--- config.mk ---
export PLATFORM = sky130hd
export DESIGN_NAME = truth_table_scanner
export DESIGN_NICKNAME = d
export VERILOG_FILES = /design/src/rtl/tt_scan_pkg.sv /design/src/rtl/truth_table_scanner_settle_timer.sv /design/src/rtl/truth_table_scanner.sv
export SDC_FILE = /design/constraint.sdc
export NUM_CORES = 1
export LEC_CHECK = 0
export CAP_MARGIN = 15
export CORE_MARGIN = 2
export CORE_UTILIZATION = 50
export CTS_CLUSTER_SIZE = 10
export DETAILED_ROUTE_END_ITERATION = 10
export PLACE_DENSITY = 0.77
export SYNTH_ARGS = -nofsm -noshare
export SYNTH_HDL_FRONTEND = slang
export SYNTH_HIERARCHICAL = 1
export SYNTH_SLANG_ARGS = --single-unit
--- constraint.sdc ---
create_clock -name clk -period 1.7 [get_ports clk]
set_input_delay 0.34 -clock clk [delete_from_list [all_inputs] [get_ports clk]]
set_output_delay 0.34 -clock clk [all_outputs]
set_load 0.01 [all_outputs]
--- src/rtl/tt_scan_pkg.sv ---
// Shared constants for the truth-table scanner: FSM encoding, default
// input width and the lab function's reference table.
package tt_scan_pkg;

    // FSM encoding
    localparam logic [1:0] ST_IDLE = 2'd0;
    localparam logic [1:0] ST_SCAN = 2'd1;
    localparam logic [1:0] ST_DONE = 2'd2;

    // Default input vector width of the function under test
    localparam int TT_WIDTH_DEF = 4;

    // Lab function SOP(0,1,3,4,8,9,15): bit n = f(n)
    localparam logic [15:0] TT_LAB_EXPECTED = 16'h831B;

endpackage

--- src/rtl/truth_table_scanner_settle_timer.sv ---
// settle_timer: loadable down-counter that gates each sample step of the
// scanner. o_zero is high when the driven index has settled long enough.
// With CYCLES == 0 the counter disappears and o_zero is tied high.
module settle_timer #(
    parameter int CYCLES = 0
) (
    input  logic clk,
    input  logic rst_n,
    input  logic i_load,
    input  logic i_en,
    output logic o_zero
);

    generate
        if (CYCLES == 0) begin : g_bypass
            logic w_unused;
            assign w_unused = &{1'b0, clk, rst_n, i_load, i_en};
            assign o_zero   = 1'b1;
        end else begin : g_cnt
            localparam int CW = $clog2(CYCLES + 1);
            logic [CW-1:0] r_cnt;

            // Reload on request, otherwise count down to zero while enabled
            always_ff @(posedge clk) begin
                if (!rst_n) begin
                    r_cnt <= '0;
                end else if (i_load) begin
                    r_cnt <= CW'(CYCLES);
                end else if (i_en && (r_cnt != '0)) begin
                    r_cnt <= r_cnt - 1'b1;
                end
            end

            assign o_zero = (r_cnt == '0);
        end
    endgenerate

endmodule

--- src/rtl/truth_table_scanner.sv ---
// truth_table_scanner: drives 0..2^WIDTH-1 into a combinational function,
// samples its single-bit output per index and builds the truth table plus
// a count of true minterms.
// Optional self-check against a reference table: define TT_SCAN_CHECK_EN
// to add the EXPECTED parameter and the match / first_bad outputs.
module truth_table_scanner
    import tt_scan_pkg::*;
#(
    parameter int WIDTH         = TT_WIDTH_DEF,
    parameter int SETTLE_CYCLES = 0
`ifdef TT_SCAN_CHECK_EN
    ,
    parameter logic [2**WIDTH-1:0] EXPECTED = (2**WIDTH)'(TT_LAB_EXPECTED)
`endif
) (
    input  logic                 clk,
    input  logic                 rst_n,
    input  logic                 start,
    input  logic                 f_in,
    output logic [WIDTH-1:0]     i_out,
    output logic [2**WIDTH-1:0]  table_out,
    output logic [WIDTH:0]       ones_cnt,
    output logic                 busy,
`ifdef TT_SCAN_CHECK_EN
    output logic                 match,
    output logic [WIDTH-1:0]     first_bad,
`endif
    output logic                 done
);

    localparam int               DEPTH = 2**WIDTH;
    localparam logic [WIDTH-1:0] LAST  = '1;

    logic [1:0]       r_state;
    logic [WIDTH-1:0] r_idx;
    logic [DEPTH-1:0] r_table;
    logic [WIDTH:0]   r_ones;

    logic             w_zero;
    logic             w_sample;
    logic             w_last;
    logic             w_start;
    logic             w_load;
    logic [DEPTH-1:0] w_table_nxt;

    assign w_start  = (r_state == ST_IDLE) && start;
    assign w_sample = (r_state == ST_SCAN) && w_zero;
    assign w_last   = (r_idx == LAST);
    // Reload the settle delay whenever a new index starts being driven
    assign w_load   = w_start || (w_sample && !w_last);

    settle_timer #(
        .CYCLES (SETTLE_CYCLES)
    ) u_settle (
        .clk    (clk),
        .rst_n  (rst_n),
        .i_load (w_load),
        .i_en   (r_state == ST_SCAN),
        .o_zero (w_zero)
    );

    // Table with the current sample merged in; used for the update and the check
    always_comb begin
        w_table_nxt        = r_table;
        w_table_nxt[r_idx] = f_in;
    end

    // Scan FSM, index register, table and minterm counter
    always_ff @(posedge clk) begin
        if (!rst_n) begin
            r_state <= ST_IDLE;
            r_idx   <= '0;
            r_table <= '0;
            r_ones  <= '0;
        end else begin
            case (r_state)
                ST_IDLE: begin
                    if (start) begin
                        r_state <= ST_SCAN;
                        r_idx   <= '0;
                        r_table <= '0;
                        r_ones  <= '0;
                    end
                end
                ST_SCAN: begin
                    if (w_zero) begin
                        r_table <= w_table_nxt;
                        r_ones  <= r_ones + (WIDTH+1)'(f_in);
                        // Terminal index checked before incrementing: no wrap
                        if (w_last) begin
                            r_state <= ST_DONE;
                            r_idx   <= '0;
                        end else begin
                            r_idx   <= r_idx + 1'b1;
                        end
                    end
                end
                ST_DONE: begin
                    r_state <= ST_IDLE;
                end
                default: begin
                    r_state <= ST_IDLE;
                end
            endcase
        end
    end

    assign i_out     = r_idx;
    assign table_out = r_table;
    assign ones_cnt  = r_ones;
    assign busy      = (r_state == ST_SCAN);
    assign done      = (r_state == ST_DONE);

`ifdef TT_SCAN_CHECK_EN
    logic [DEPTH-1:0] w_diff;
    logic [WIDTH-1:0] w_first_bad;
    logic             r_match;
    logic [WIDTH-1:0] r_first_bad;

    // Lowest differing index; scanning high-to-low leaves the lowest hit
    always_comb begin
        w_diff      = w_table_nxt ^ EXPECTED;
        w_first_bad = '0;
        for (int i = DEPTH - 1; i >= 0; i--) begin
            if (w_diff[i]) w_first_bad = WIDTH'(i);
        end
    end

    // Verdict captured on the final sample so it is valid together with done
    always_ff @(posedge clk) begin
        if (!rst_n) begin
            r_match     <= 1'b0;
            r_first_bad <= '0;
        end else if (w_start) begin
            r_match     <= 1'b0;
            r_first_bad <= '0;
        end else if (w_sample && w_last) begin
            r_match     <= (w_diff == '0);
            r_first_bad <= w_first_bad;
        end
    end

    assign match     = r_match;
    assign first_bad = r_first_bad;
`endif

endmodule

Word-level counts from Yosys, hierarchy flattened
Index checks and enable logic that the tools add are counted.
{"block": "word_totals", "reg_bits": 27, "input_bits": 4, "output_inout_bits": 27}
{"block": "op_classes", "n_addsub": 2, "order_cmp": 2, "n_eq_ne": 5, "n_mux": 13, "reduce_logical": 5}
{"op": "$pmux 16 s2", "n": 1}
{"op": "$bwmux 16", "n": 1}
{"op": "$mux 16", "n": 1}
{"op": "$pmux 5 s2", "n": 1}
{"op": "$mux 4", "n": 2}
{"op": "$pmux 4 s2", "n": 1}
{"op": "$add 5x1->5", "n": 1}
{"op": "$lt 4x5->1 const B", "n": 1}
{"op": "$mux 5", "n": 1}
{"op": "$add 4x1->4 const B", "n": 1}
{"op": "$demux 1 s4", "n": 1}
{"op": "$eq 4x4->1 const B", "n": 1}
{"op": "$ge 4x1->1 const B", "n": 1}
{"op": "$mux 2", "n": 2}
{"op": "$pmux 2 s2", "n": 1}
{"op": "$reduce_and 2->1", "n": 2}
{"op": "$eq 2x1->1 const B", "n": 1}
{"op": "$eq 2x2->1 const B", "n": 1}
{"op": "$logic_not 2->1", "n": 1}
{"op": "$ne 2x1->1 const B", "n": 1}
{"op": "$ne 2x2->1 const B", "n": 1}
{"op": "$reduce_bool 2->1", "n": 1}
{"op": "$logic_and 1x1->1", "n": 1}
{"op": "$mux 1", "n": 1}

Logic depth before layout (Yosys ltp)
{"block": "depth", "depth_word": 6, "depth_mapped": 5, "ltp_nobuf": 5}

Hierarchy
The synthesis kept the hierarchy.
{"mod": "truth_table_scanner", "instances": 1, "cells_per_inst": 162, "area_per_inst_um2": 1422.6}
{"mod": "settle_timer", "instances": 1, "cells_per_inst": 2, "area_per_inst_um2": 11.3}

Worst setup path after synthesis
No wires, ideal clock.
{"block": "synth_path", "kind": "reg2reg", "start": "register r_idx[0] (netlist: i_out[0])", "end": "register r_table[15] (netlist: table_out[15])", "setup_ns": 0.075, "arrival_time_ns": 1.440, "required_ns": 1.625, "path_slack_ns": 0.185, "stages_incl_launch_ff": 5, "path_buffers": 0, "period_less_slack_ns": 1.515, "cell_sequence": "dfxtp_1 > ha_1 > nand3_2 > or4b_1 > o22ai_1"}
{"block": "synth_via", "elab_chain_len": 6, "word_cells_on_any_way": 7}
{"element": "from (decl)", "line": "truth_table_scanner.sv:35", "text": "logic [WIDTH-1:0] r_idx;"}
{"element": "from (signal assigned)", "line": "truth_table_scanner.sv:94", "text": "r_idx <= r_idx + 1'b1;"}
{"element": "$lt 4x5->1 (not written as such) / $ge 4x1->1 (equally long branches)", "line": "truth_table_scanner.sv:65", "text": "w_table_nxt[r_idx] = f_in;"}
{"element": "$logic_and 1x1->1 (not written as such)", "line": "truth_table_scanner.sv:65"}
{"element": "$mux 1 (not written as such)", "line": "truth_table_scanner.sv:65"}
{"element": "$demux 1 s4 *", "line": "truth_table_scanner.sv:65"}
{"element": "$bwmux 16 *", "line": "truth_table_scanner.sv:65"}
{"element": "$pmux 16 s2 *", "line": "truth_table_scanner.sv:76", "text": "case (r_state)"}
{"element": "to (signal assigned)", "line": "truth_table_scanner.sv:87", "text": "r_table <= w_table_nxt;"}
{"element": "to (decl)", "line": "truth_table_scanner.sv:36", "text": "logic [DEPTH-1:0] r_table;"}
Every way passes the cells marked *; elsewhere a longest branch is shown, timed or not.
A chain may end at the register's enable or synchronous reset.

Worst setup path in the final report
{"block": "layout_path", "start": "register r_ones[2] (netlist: ones_cnt[2])", "end": "output port ones_cnt[2]"}
{"element": "from (decl)", "line": "truth_table_scanner.sv:37", "text": "logic [WIDTH:0] r_ones;"}
{"element": "from (signal assigned)", "line": "truth_table_scanner.sv:88", "text": "r_ones <= r_ones + (WIDTH+1)'(f_in);"}
{"element": "to (decl)", "line": "truth_table_scanner.sv:22", "text": "output logic [WIDTH:0] ones_cnt,"}
No word-level cell between the ends.

==> reports/results.ini <==
[outcome]
outcome=complete, no violations

[clock_network]
clk_pin_slew_ns=0.15
cts-buffers-inserted=3
clock_sinks=27
clock_latency_ns=0.32
clock_tree.root_cell=clkbuf_4
h-tree-depth=1
post_cts_buffers=0
clockBufferDepth=2
ctsHoldBuffers=0
cts_tree=built

[setup_path]
start_kind=flip-flop
worstSetupPathType=flip-flop to primary output
cp_top_family=buffers and inverters
crit_buf_inv=1
endpoint_kind=primary output
critPathArrivalTime_ns=1.29
crit_slowest_cell=clkdlybuf4s50_1
critPathRequiredTime_ns=1.36
worstPathMaxFanout=5
slowest_delay_ns=0.56
crit_chain=clkdlybuf4s50_1

[route]
antenna_left=0
wire_per_inst_um=15.5
dr.pass1.iters=4
first_iter_violations=34
drc=0
vias=1402
wl_um=3610
viasPerCell=6.02

[global_routing]
track_usage_pct=22.7
first_global_vias=1338
grt_pass1_wl_um=5890
gr-total-overflow=0
antenna_found_initial=0
grt_max_degree=20

[power_and_ir_drop]
clockPowerShare_pct=25.6
combPwrFrac_pct=15.0
power.density_mw_per_mm2=570
p_leak_nw=0.733
seqPwrFrac_pct=59.4
p_sw_share_pct=25.8
internal_power_mw=0.799
peakVddDrop_mv=0.415
power_switching_mw=0.278
finalPower_mw=1.08

[placement]
dp.cells=229
io_buffers=30
place_area_mm2=0.00185
place_congestion=0.888
pre_cts_slack_ns=-0.245
dp_hpwl_um=2630

[finish]
final_core_util_pct=69.2
drive_above_1_share_pct=17.8
instances_no_fill=233
area_growth_pct=32.5
fin_area_mm2=0.00189
fill_cells=231
antennaDiodeCount=0
layout.nets=213

[sta]
tns_ns=0
setup_viol=0
slew_violations=0
rsz0062_at_grt=no
skew_ns=0.0139
worst_slack_ns=0.0653
hold_viol=0
fmax_ghz=0.612
period_minus_slack_ns=1.63
fin_hold_ws_ns=0.490
post-route-period-util_pct=96.2

[die]
die_w_um=57.4
start_util_pct=52.2
core_area_mm2=0.00273
fp.dieH_um=57.4
num_rows=19
die-area_mm2=0.00330
ioPinCount=31

[synth]
syn_area_per_cell_um2=8.80
yosysWarnings=6
netlist_area_mm2=0.00143
synth_nets=172
syn_inst=162

[hold_path]
hold_path.class=flip-flop to flip-flop

[run]
cap_violations=0

==> power by group through the flow <==
| stage | Combinational (mW) | Sequential [mW] | Clock (mW) |
|---|---|---|---|
| 6_report | 0.162 | 0.640 | 0.276 |
| 5_1_grt | 0.173 | 0.642 | 0.311 |
| 4_1_cts | 0.159 | 0.644 | 0.286 |
| 3_5_place_dp | 0.161 | 0.659 | 0 |
| 3_3_place_gp | 0.157 | 0.659 | 0 |
| 2_1_floorplan | 0.0920 | 0.660 | 0 |
==> flip-flops by register name, summed over array words and instances (netlist names) <==
name	flops
r_state	2
table_out	16
ones_cnt	5
i_out	4
==> cell type report <==
class / instances / area, um2 / area share (%)
Clock buffer: 4 / 26.3 / 1.39
Inverter: 7 / 26.3 / 1.39
Multi-Input combinational cell: 114 / 782 / 41.4
Sequential cell: 27 / 556 / 29.4
Tap cell: 31 / 38.8 / 2.05
Timing Repair Buffer: 50 / 462 / 24.4
==> routing by layer <==
metal  global-route usage (%)  wire length, um  up-vias
li1                         -                -      684
met1                     29.4             1610      677
met2                     39.3             1820       39
met3                     3.63              167        2
met4                     5.65               19        0
met5                        0                0        -
==> timing repair <==
| action | 4_1_cts | 5_1_grt |
|---|---|---|
| endpoints found under the setup margin | 5 | 3 |
| pin swaps | 0 | 0 |
| gates resized for setup | 9 | 3 |
==> cell usage in the layout (no fill, tap or decap), drive strengths merged, types with 2 or more instances in the layout <==
master,instances
a211oi,4
a21oi,11
a31o,2
buf,20
clkbuf,4
clkdlybuf4s50,26
dfxtp,27
dlygate4sd2,3
ha,6
inv,7
mux2i,10
nand2,11
nand3,20
nand4,13
nor2,2
nor2b,4
o21ai,5
o22ai,5
o31ai,2
o41ai,2
or3b,2
or4,2
==> path summary, 6_finish.rpt <==
check	start	to	slack [ns]	cells after the start
worst max register to register	r_state[0]	table_out[3]	0.24	5
worst min-delay path	table_out[14]	table_out[14]	0.49	2
worst min register to register	table_out[14]	table_out[14]	0.49	2
worst max-delay path	ones_cnt[2]	ones_cnt[2]	0.07	1
Power figures use the tool's default switching activity.
==> RTL change, RTL diff (config.mk and constraints unchanged) <==
Change the package constant `TT_WIDTH_DEF` from 4 to 5.
--- a/src/rtl/tt_scan_pkg.sv
+++ b/src/rtl/tt_scan_pkg.sv
@@ -8,7 +8,7 @@
     localparam logic [1:0] ST_DONE = 2'd2;
 
     // Default input vector width of the function under test
-    localparam int TT_WIDTH_DEF = 4;
+    localparam int TT_WIDTH_DEF = 5;
 
     // Lab function SOP(0,1,3,4,8,9,15): bit n = f(n)
     localparam logic [15:0] TT_LAB_EXPECTED = 16'h831B;
Interface: changed (resized i_out, ones_cnt and table_out); port bits go from 31 to 49. No check against the original RTL was run, so the function may have changed too.
==> RTL change against the unedited design <==
Synthesized cell count increased by 51%; setup slack got worse by 0.012 ns; worst hold slack got worse by 0.016 ns; design area increased by 54%; clock skew down 0.0099 ns; wire length grew 46%; power rose by 85%; sequential cell count is 18 higher; register-to-register slack worse by 0.06 ns; combinational power up 18%; cell count increased by 48%; via count grew 41%; clock power grew to 2.7 times the old value; synthesized area up 54%.
==> RTL change: results (changes against the unedited design) <==
largest_register_ffs: 32  # +16
number_of_instances_in_the_synthesized_netlist: 245  # +51%
cell_internal_pwr_uw: 1490  # +87%
globalplace.congestion: 0.803  # -9.5%
register_area_um2: 912  # +64%
largest_stage_delay_worst_path_ns: 0.58  # +0.02 ns
route.vias.total: 1971  # +41%
wirelength_um: 5260  # +46%
buffers_inserted_during_post_cts_setup_optimization: 0  # unchanged
status: "complete, no violations"
placement.cell_area_um2: 2790  # +51%
overall_global_routing_usage_pct: 21.9  # -0.79 points
place.port_buffers: 48  # +60%
root_buffer: "clkbuf_8"
synth_nets: 256  # +49%
power.static_leakage_uw: 0.00123  # +68%
cts-buffers-inserted: 5  # +2
pin_count_of_the_biggest_net_entering_global_routing: 33  # +65%
grt_first_pass_wirelength_um: 8670  # +47%
reg2reg_slack_ns: 0.18  # -0.06 ns
launch_point_of_the_worst_reg_to_reg_path: "i_out[1]$_SDFFE_PN0P_"
placed_cells_incl_taps: 338  # +48%
cts-htree-levels: 2  # +1
hold_start: "table_out[16]$_SDFFE_PN0P_"
filler_cell_count: 363  # +57%
hpwl_um: 3550  # +35%
worst_ir_drop_on_vdd_mv: 0.424  # +2.1%
nets: 304  # +43%
hold_end: "table_out[16]$_SDFFE_PN0P_"
grt_pass1_vias: 1812  # +35%
drive_gt1_share_pct: 12.2  # -5.6 points
worst-r2r-cell-count: 6  # +1
avgViaCountPerCell: 5.70  # -5.3%
r2r-end: "i_out[0]$_SDFFE_PN0P_"
crit_arrival_ns: 1.31  # +0.02 ns
[RTL change: cell count changes in the layout (fill, tap and decap cells not counted), moves of 5 or more]
cell,change
nand2_1,-10
clkbuf_8,+7
nand4_1,-12
dfxtp_1,+17
nand3_1,+51
mux2i_1,+25
o22ai_1,-5
clkdlybuf4s50_1,+20
nand4b_1,+5
[RTL change: worst max path at each step]
stage,from,endpoint,slack (ns),cells past startpoint
2_1_floorplan,i_out[2]$_SDFFE_PN0P_,i_out[3]$_SDFFE_PN0P_,0.28,6
3_3_place_gp,start,table_out[6]$_SDFFE_PN0P_,-0.16,4
3_5_place_dp,f_in,ones_cnt[2]$_SDFFE_PN0P_,-0.19,6
4_1_cts,i_out[2]$_SDFFE_PN0P_,i_out[2],0.02,1
5_1_grt,ones_cnt[3]$_SDFFE_PN0P_,ones_cnt[3],0.02,1
6_report,ones_cnt[3]$_SDFFE_PN0P_,ones_cnt[3],0.05,1
[RTL change: layout make-up]
type                            count  share of cell area [%]
Clock buffer                        7                    3.31
Clock inverter                      1                   0.172
Inverter                            4                   0.516
Multi-Input combinational cell    170                    40.6
Sequential cell                    45                    31.4
Tap cell                           52                    2.24
Timing Repair Buffer               67                    21.8
[RTL change: stage by stage]
step | setup WS, ns | total power, uW
6_report | 0.0530 | 1990
5_1_grt | 0.0204 | 2070
4_1_cts | 0.0232 | 2000
3_5_place_dp | -0.192 | 1280
3_3_place_gp | -0.156 | 1280
2_1_floorplan | 0.278 | 1210
[RTL change: power groups by stage]
stage	combinational, uW	clock (uW)	sequential, uW
CTS	187	748	1070
detailed placement	186	0	1090
global route	208	797	1060
global placement	184	0	1090
finish	191	739	1060
floorplan	116	0	1090
[RTL change: per-layer routing]
| metal | up-vias | GRT usage [%] | share of wire (%) |
|---|---|---|---|
| met5 | - | 0 | 0 |
| met4 | 0 | 8.55 | 2.2 |
| met3 | 9 | 5.19 | 3.5 |
| met2 | 43 | 35.1 | 48 |
| met1 | 942 | 28.3 | 46 |
| li1 | 977 | - | - |
[RTL change: repair_timing]
| item | 4_1_cts | 5_1_grt |
|---|---|---|
| endpoints found under the hold margin | 0 | 0 |
| gates resized for setup | 6 | 7 |
| setup endpoints to repair | 4 | 20 |
